==> src/rtl/mips_fetch_pkg.sv <==
// Shared definitions for the instruction fetch queue.
// Contents:
//   fetch_state_e : fetch sequencer states (IDLE, REQ, DROP)
//   WORD_W        : instruction / address word width
//   PC_INC        : byte distance between sequential instructions
//   NOP_INS       : value held in empty FIFO storage
//   word_align()  : clears the byte-offset bits of an address
package mips_fetch_pkg;

    localparam int          WORD_W  = 32;
    localparam logic [31:0] PC_INC  = 32'd4;
    localparam logic [31:0] NOP_INS = 32'h0;

    // IDLE: no request in flight. REQ: a request whose data will be kept.
    // DROP: a request issued before a redirect, so its data is thrown away.
    typedef enum logic [1:0] {
        IDLE = 2'd0,
        REQ  = 2'd1,
        DROP = 2'd2
    } fetch_state_e;

    function automatic logic [31:0] word_align(input logic [31:0] addr);
        return addr & 32'hFFFF_FFFC;
    endfunction

endpackage

==> src/rtl/ifetch_fifo.sv <==
// Circular buffer of {pc, instruction} pairs feeding the decode stage.
// Ports:
//   clk, rst           : clock and asynchronous active-high reset
//   push, push_pc/ins  : write one entry at the tail
//   pop                : drop the head entry
//   flush              : empty the buffer; overrides push and pop
//   head_pc, head_ins  : combinational view of the head entry
//   count              : current occupancy, 0..DEPTH
module ifetch_fifo
    import mips_fetch_pkg::*;
#(
    parameter int DEPTH = 4,
    parameter int CNT_W = $clog2(DEPTH + 1)
) (
    input  logic              clk,
    input  logic              rst,
    input  logic              push,
    input  logic [WORD_W-1:0] push_pc,
    input  logic [WORD_W-1:0] push_ins,
    input  logic              pop,
    input  logic              flush,
    output logic [WORD_W-1:0] head_pc,
    output logic [WORD_W-1:0] head_ins,
    output logic [CNT_W-1:0]  count
);

    localparam int PTR_W = $clog2(DEPTH);

    logic [2*WORD_W-1:0] mem_q [DEPTH];
    logic [2*WORD_W-1:0] mem_d [DEPTH];
    logic [PTR_W-1:0]    wr_ptr_q, wr_ptr_d;
    logic [PTR_W-1:0]    rd_ptr_q, rd_ptr_d;
    logic [CNT_W-1:0]    count_q, count_d;

    // Next-state for storage, pointers and occupancy. Pointers wrap
    // naturally because DEPTH is a power of two. A flush only rewinds the
    // pointers; stale storage is never visible because count goes to zero.
    always_comb begin
        mem_d    = mem_q;
        wr_ptr_d = wr_ptr_q;
        rd_ptr_d = rd_ptr_q;
        count_d  = count_q;
        if (flush) begin
            wr_ptr_d = '0;
            rd_ptr_d = '0;
            count_d  = '0;
        end else begin
            if (push) begin
                mem_d[wr_ptr_q] = {push_pc, push_ins};
                wr_ptr_d        = wr_ptr_q + 1'b1;
            end
            if (pop) begin
                rd_ptr_d = rd_ptr_q + 1'b1;
            end
            case ({push, pop})
                2'b10:   count_d = count_q + 1'b1;
                2'b01:   count_d = count_q - 1'b1;
                default: count_d = count_q;
            endcase
        end
    end

    // State registers; reset clears every entry so the head reads as zero.
    always_ff @(posedge clk or posedge rst) begin
        if (rst) begin
            for (int i = 0; i < DEPTH; i++) begin
                mem_q[i] <= {32'h0, NOP_INS};
            end
            wr_ptr_q <= '0;
            rd_ptr_q <= '0;
            count_q  <= '0;
        end else begin
            mem_q    <= mem_d;
            wr_ptr_q <= wr_ptr_d;
            rd_ptr_q <= rd_ptr_d;
            count_q  <= count_d;
        end
    end

    assign head_pc  = mem_q[rd_ptr_q][2*WORD_W-1:WORD_W];
    assign head_ins = mem_q[rd_ptr_q][WORD_W-1:0];
    assign count    = count_q;

endmodule

==> src/rtl/ifetch_queue.sv <==
// Instruction fetch stage: walks a fetch PC, reads words from instruction
// memory one request at a time, queues {pc, word} pairs and hands them to
// decode. A redirect empties the queue and restarts fetch at the target.
// Ports:
//   CLK, RESET                       : clock, async active-high reset
//   redirect_valid, redirect_pc      : flush and restart fetch at target
//   imem_req, imem_addr              : registered read request to memory
//   imem_ack, imem_rdata             : memory completion and data
//   ins_valid, ins_ready             : decode handshake on the queue head
//   INSTRUCTION, ins_pc              : head instruction word and its PC
//   q_count                          : queue occupancy
module ifetch_queue
    import mips_fetch_pkg::*;
#(
    parameter int          DEPTH    = 4,
    parameter logic [31:0] RESET_PC = 32'h0
) (
    input  logic              CLK,
    input  logic              RESET,
    input  logic              redirect_valid,
    input  logic [WORD_W-1:0] redirect_pc,
    output logic              imem_req,
    output logic [WORD_W-1:0] imem_addr,
    input  logic              imem_ack,
    input  logic [WORD_W-1:0] imem_rdata,
    output logic              ins_valid,
    input  logic              ins_ready,
    output logic [WORD_W-1:0] INSTRUCTION,
    output logic [WORD_W-1:0] ins_pc,
    output logic [2:0]        q_count
);

    localparam int               CNT_W    = $clog2(DEPTH + 1);
    localparam logic [CNT_W-1:0] FULL_CNT = CNT_W'(DEPTH);

    fetch_state_e      state_q, state_d;
    logic [WORD_W-1:0] fpc_q, fpc_d;
    logic              imem_req_q, imem_req_d;
    logic [WORD_W-1:0] imem_addr_q, imem_addr_d;

    logic [CNT_W-1:0]  fifo_count;
    logic [CNT_W-1:0]  count_after_push;
    logic [WORD_W-1:0] target_pc;
    logic              push;
    logic              pop;

    assign target_pc = word_align(redirect_pc);
    assign ins_valid = (fifo_count != '0);
    assign pop       = ins_valid & ins_ready;

    // Occupancy the queue will have after this cycle's push and any pop;
    // decides whether the next word can be requested back-to-back.
    assign count_after_push = fifo_count + 1'b1 - CNT_W'(pop);

    // Fetch sequencer. In REQ the fetch PC always equals the address in
    // flight, so a completed request pushes fpc and advances it by one word.
    // A redirect while a request is still waiting cannot cancel it on the
    // bus, hence DROP holds the old address until the ack and discards it.
    always_comb begin
        state_d     = state_q;
        fpc_d       = fpc_q;
        imem_req_d  = imem_req_q;
        imem_addr_d = imem_addr_q;
        push        = 1'b0;
        case (state_q)
            IDLE: begin
                imem_req_d = 1'b0;
                if (redirect_valid) begin
                    fpc_d = target_pc;
                end else if (fifo_count < FULL_CNT) begin
                    state_d     = REQ;
                    imem_req_d  = 1'b1;
                    imem_addr_d = fpc_q;
                end
            end
            REQ: begin
                if (imem_ack) begin
                    if (redirect_valid) begin
                        fpc_d       = target_pc;
                        imem_addr_d = target_pc;
                    end else begin
                        push  = 1'b1;
                        fpc_d = fpc_q + PC_INC;
                        if (count_after_push < FULL_CNT) begin
                            imem_addr_d = fpc_q + PC_INC;
                        end else begin
                            state_d    = IDLE;
                            imem_req_d = 1'b0;
                        end
                    end
                end else if (redirect_valid) begin
                    fpc_d   = target_pc;
                    state_d = DROP;
                end
            end
            DROP: begin
                if (redirect_valid) begin
                    fpc_d = target_pc;
                end
                if (imem_ack) begin
                    state_d     = REQ;
                    imem_addr_d = fpc_d;
                end
            end
            default: begin
                state_d    = IDLE;
                imem_req_d = 1'b0;
            end
        endcase
    end

    // Sequencer and request registers.
    always_ff @(posedge CLK or posedge RESET) begin
        if (RESET) begin
            state_q     <= IDLE;
            fpc_q       <= RESET_PC;
            imem_req_q  <= 1'b0;
            imem_addr_q <= RESET_PC;
        end else begin
            state_q     <= state_d;
            fpc_q       <= fpc_d;
            imem_req_q  <= imem_req_d;
            imem_addr_q <= imem_addr_d;
        end
    end

    ifetch_fifo #(
        .DEPTH (DEPTH),
        .CNT_W (CNT_W)
    ) u_fifo (
        .clk      (CLK),
        .rst      (RESET),
        .push     (push),
        .push_pc  (fpc_q),
        .push_ins (imem_rdata),
        .pop      (pop),
        .flush    (redirect_valid),
        .head_pc  (ins_pc),
        .head_ins (INSTRUCTION),
        .count    (fifo_count)
    );

    assign imem_req  = imem_req_q;
    assign imem_addr = imem_addr_q;
    assign q_count   = 3'(fifo_count);

endmodule

==> config.mk <==
export PLATFORM = sky130hd
export DESIGN_NAME = ifetch_queue
export DESIGN_NICKNAME = d
export VERILOG_FILES = /design/src/rtl/mips_fetch_pkg.sv /design/src/rtl/ifetch_fifo.sv /design/src/rtl/ifetch_queue.sv
export SDC_FILE = /design/constraint.sdc
export NUM_CORES = 1
export LEC_CHECK = 0
export ABC_CLOCK_PERIOD_IN_PS = 12100
export CAP_MARGIN = 20
export CORE_ASPECT_RATIO = 0.7
export CORE_MARGIN = 2
export CORE_UTILIZATION = 50
export CTS_CLUSTER_SIZE = 14
export DETAILED_ROUTE_END_ITERATION = 16
export PLACE_DENSITY = 0.68
export SETUP_SLACK_MARGIN = 0.5
export SYNTH_ARGS = -nofsm -noshare
export SYNTH_HDL_FRONTEND = slang
export SYNTH_SLANG_ARGS = --single-unit
==> constraint.sdc <==
create_clock -name CLK -period 12.1 [get_ports CLK]
set_clock_uncertainty 0.2 [all_clocks]
set_input_delay 1.815 -clock CLK [delete_from_list [all_inputs] [get_ports CLK]]
set_output_delay 1.815 -clock CLK [all_outputs]
set_load 0.03 [all_outputs]
==> run_results.csv <==
group,metric,value,unit
run_status,status,"finished, final reports clean",
setup_path,critPathSlowestCell,"dfrtp_4",
setup_path,path_cells,"buf_4 > mux4_2 > clkdlybuf4s50_1",
cts,cts_max_path_buffers,3,
final_layout,nFillCells,2505,
cts,clk_latency,0.52,ns
synthesis,synth_edf_count,0,
setup_path,slowest_delay,0.77,ns
grt,gr-usage-met1,0.365,
cts,clkTransAtPathRegs,0.06,ns
placed_design,dp_slack,6.95,ns
placed_design,io_buffers,167,
timing,post-route-period-util,0.443,
synthesis,ys_seq_area_frac,0.512,
cts,cts_root_buffer,"clkbuf_16",
cts,h-tree-depth,2,
grt,grt-busiest-layer,"met2",
power_and_ir_drop,p_per_area,269,mW/mm^2
timing,period_needed,5.35,ns
final_layout,n_antenna_cell,0,
floorplan,die_y,154,um
synthesis,ys_warn_count,0,
timing,tightest_slew,1.09,ns
run,cap_viol_max_count,0,
cts,cts.sinks,330,
synthesis,yosys.cell_types.count,72,
grt,grt_usage,0.246,
cts,post_cts_buffers,0,
synthesis,synth_area,0.0161,mm^2
floorplan,core,0.0314,mm^2
final_layout,final_common_cell,"dfrtp_1",
drt,drt-wirelength-per-cell,21.6,um
setup_path,r2r_cells,9,
setup_path,critPathCaptureType,"output port",
grt,grtUsageMet2,0.370,
grt,grt_max_degree,164,
setup_path,start_kind,"flip-flop",
timing,slew_headroom,0.276,
floorplan,ios,170,
timing,setup_violations,0,
drt,postRouteAntennaNets,0,
synthesis,synth_cells,1317,
placed_design,gp_congestion,0.939,
synthesis,ys_ff_latch,330,
setup_path,cp_data_arrival_time,3.34,ns
synthesis,avgSynthCellArea,12.2,um^2
worst_hold_path,min_path_type,"flip-flop to flip-flop",
floorplan,placementRows,54,
floorplan,die_x,219,um
setup_path,crit_fanout,42,
grt,antenna_found_initial,0,
setup_path,worst-path-buf-inv,2,
setup_path,cp.depth,3,
placed_design,dp_hpwl,25100,um
drt,drtIter0Drc,1158,
timing,fmax,0.187,GHz
cts,cts_tree,"done",
floorplan,start_util,0.513,
drt,vias,11300,
timing,tns,0,ns
final_layout,final_cell_mix,"dfrtp_1 (328), mux2_2 (229), clkdlybuf4s50_1 (166), nand2_1 (91), o21ai_0 (90)",
drt,route.detailed.drc,0,
power_and_ir_drop,ir_drop,0.256,mV
final_layout,drive_gt1_frac,0.269,
grt,grt_pass1_vias,11600,
setup_path,crit_required,10.09,ns
final_layout,final_nets,1510,
timing,hold_viol_final,0,
worst_hold_path,hold_depth,2,
cts,cts_resized,0,
synthesis,synth_nets,1399,
drt,wirelength,40500,um
grt,grt-ovfl-total,0,
grt,grt_pass1_wl,65200,um
final_layout,area_growth,18.9,%
timing,rsz0062_at_grt,"false",
final_layout,fin_util,0.610,
setup_path,crit_type,"flip-flop to output port",
power_and_ir_drop,p_leak,8.37,nW
synthesis,synth_ff_type,"dfrtp_1",
power_and_ir_drop,power,5.16,mW
floorplan,die_area,0.0337,mm^2
drt,drt_first_pass_iters,5,
grt,use_met3,0.0513,
cts,holdBufCountCts,0,
timing,postLayoutSetupSlackWorst,6.75,ns
cts,cts_buffers,34,
drt,vias_per_cell,6.05,
synthesis,synth_async_sr_flop_share,1.00,
timing,slew_viol_final,0,
setup_path,cp_top_family,"buffers and inverters",
synth_stat cells, types with 3 or more instances:
master,count,area share
a211oi_1,8,0.0037
a21oi_1,62,0.019
a221oi_1,4,0.0022
a22o_1,5,0.0027
a22oi_1,3,0.0014
a2bb2oi_1,3,0.0016
a311oi_1,6,0.0033
a31oi_1,17,0.0066
a32o_1,6,0.0037
a32oi_1,3,0.0016
and2_1,9,0.0035
and3_1,8,0.0031
and4_1,5,0.0027
buf_1,6,0.0014
buf_2,43,0.013
buf_4,3,0.0014
clkbuf_1,57,0.013
dfrtp_1,330,0.51
ha_1,13,0.010
inv_1,24,0.0056
mux2_2,229,0.16
mux2i_1,3,0.0019
mux4_2,64,0.089
nand2_1,95,0.022
nand2b_1,5,0.0019
nand3_1,15,0.0047
nand4_1,12,0.0047
nor2_1,75,0.017
nor2b_1,5,0.0019
nor3_1,12,0.0037
nor4_1,7,0.0027
nor4b_1,3,0.0016
o211ai_1,3,0.0014
o21ai_0,90,0.028
o221ai_1,4,0.0022
o22a_1,9,0.0049
o22ai_1,6,0.0023
o31ai_1,10,0.0047
or2_2,3,0.0012
or3_1,3,0.0012
xnor2_1,4,0.0022
xor2_1,4,0.0022
through the flow:
stage               cell area [um^2]  hold slack [ns]  std cells
floorplan                      16100            0.245       1317
global placement               18000            0.257       1806
detailed placement             18000            0.267       1808
CTS                            19100            0.281       1868
global route                   19200            0.299       1872
finish                         19200            0.277       1872
tightest hold or removal path: stages, from the launching register on:
cell     delay (ns)
dfrtp_1        0.34
nand2_1        0.05
o31ai_1        0.05
report_power, final:
group | leakage [nW] | switching (mW) | internal (mW)
Sequential | 4.25 | 0.289 | 1.47
Combinational | 3.58 | 1.30 | 1.07
Clock | 0.543 | 0.438 | 0.594
logic make-up (layout without fill, tap and decap cells):
kind of cell / count (synthesis) / in the layout / synth area share
AOI/OAI and AO/OA: 265 / 265 / 0.104
muxes: 296 / 296 / 0.251
buffers and inverters: 138 / 273 / 0.0374
adders and majority gates: 13 / 13 / 0.0101
xor gates and xnor gates: 8 / 8 / 0.00435
and+or+nand+nor: 267 / 267 / 0.0803
DFF: 330 / 330 / 0.512
layout make-up:
class / count / area, um^2 / share of cell area
Clock buffer: 50 / 1030 / 0.0540
Clock inverter: 10 / 56.3 / 0.00294
Inverter: 25 / 101 / 0.00529
Multi-Input combinational cell: 849 / 7300 / 0.381
Sequential cell: 330 / 8270 / 0.431
Tap cell: 420 / 526 / 0.0274
Timing Repair Buffer: 188 / 1890 / 0.0984
sequential cells by signal, indices dropped and copies added, names as in the netlist:
name,count
fpc_q,32
imem_addr,32
imem_req,1
state_q,2
u_fifo.count,3
u_fifo.mem_q,256
u_fifo.rd_ptr_q,2
u_fifo.wr_ptr_q,2
final timing paths:
kind	startpoint	end	slack, ns
hold / removal	imem_addr[15]$_DFFE_PP0P_	imem_addr[15]$_DFFE_PP0P_	0.28
setup / recovery	u_fifo.rd_ptr_q[0]$_DFFE_PP0P_	ins_pc[8]	6.75
hold reg to reg	imem_addr[15]$_DFFE_PP0P_	imem_addr[15]$_DFFE_PP0P_	0.28
min in group asynchronous	RESET	u_fifo.mem_q[70]$_DFFE_PP0P_	1.60
max in group asynchronous	RESET	u_fifo.mem_q[192]$_DFFE_PP0P_	8.69
setup reg to reg	state_q[0]$_DFFE_PP0P_	imem_addr[31]$_DFFE_PP0P_	8.48
layer usage:
layer,share of wire,vias up
met5,0,-
met4,0.017,0
met3,0.066,58
met2,0.46,412
met1,0.46,5771
li1,-,5078
Power figures use the tool's default switching activity.
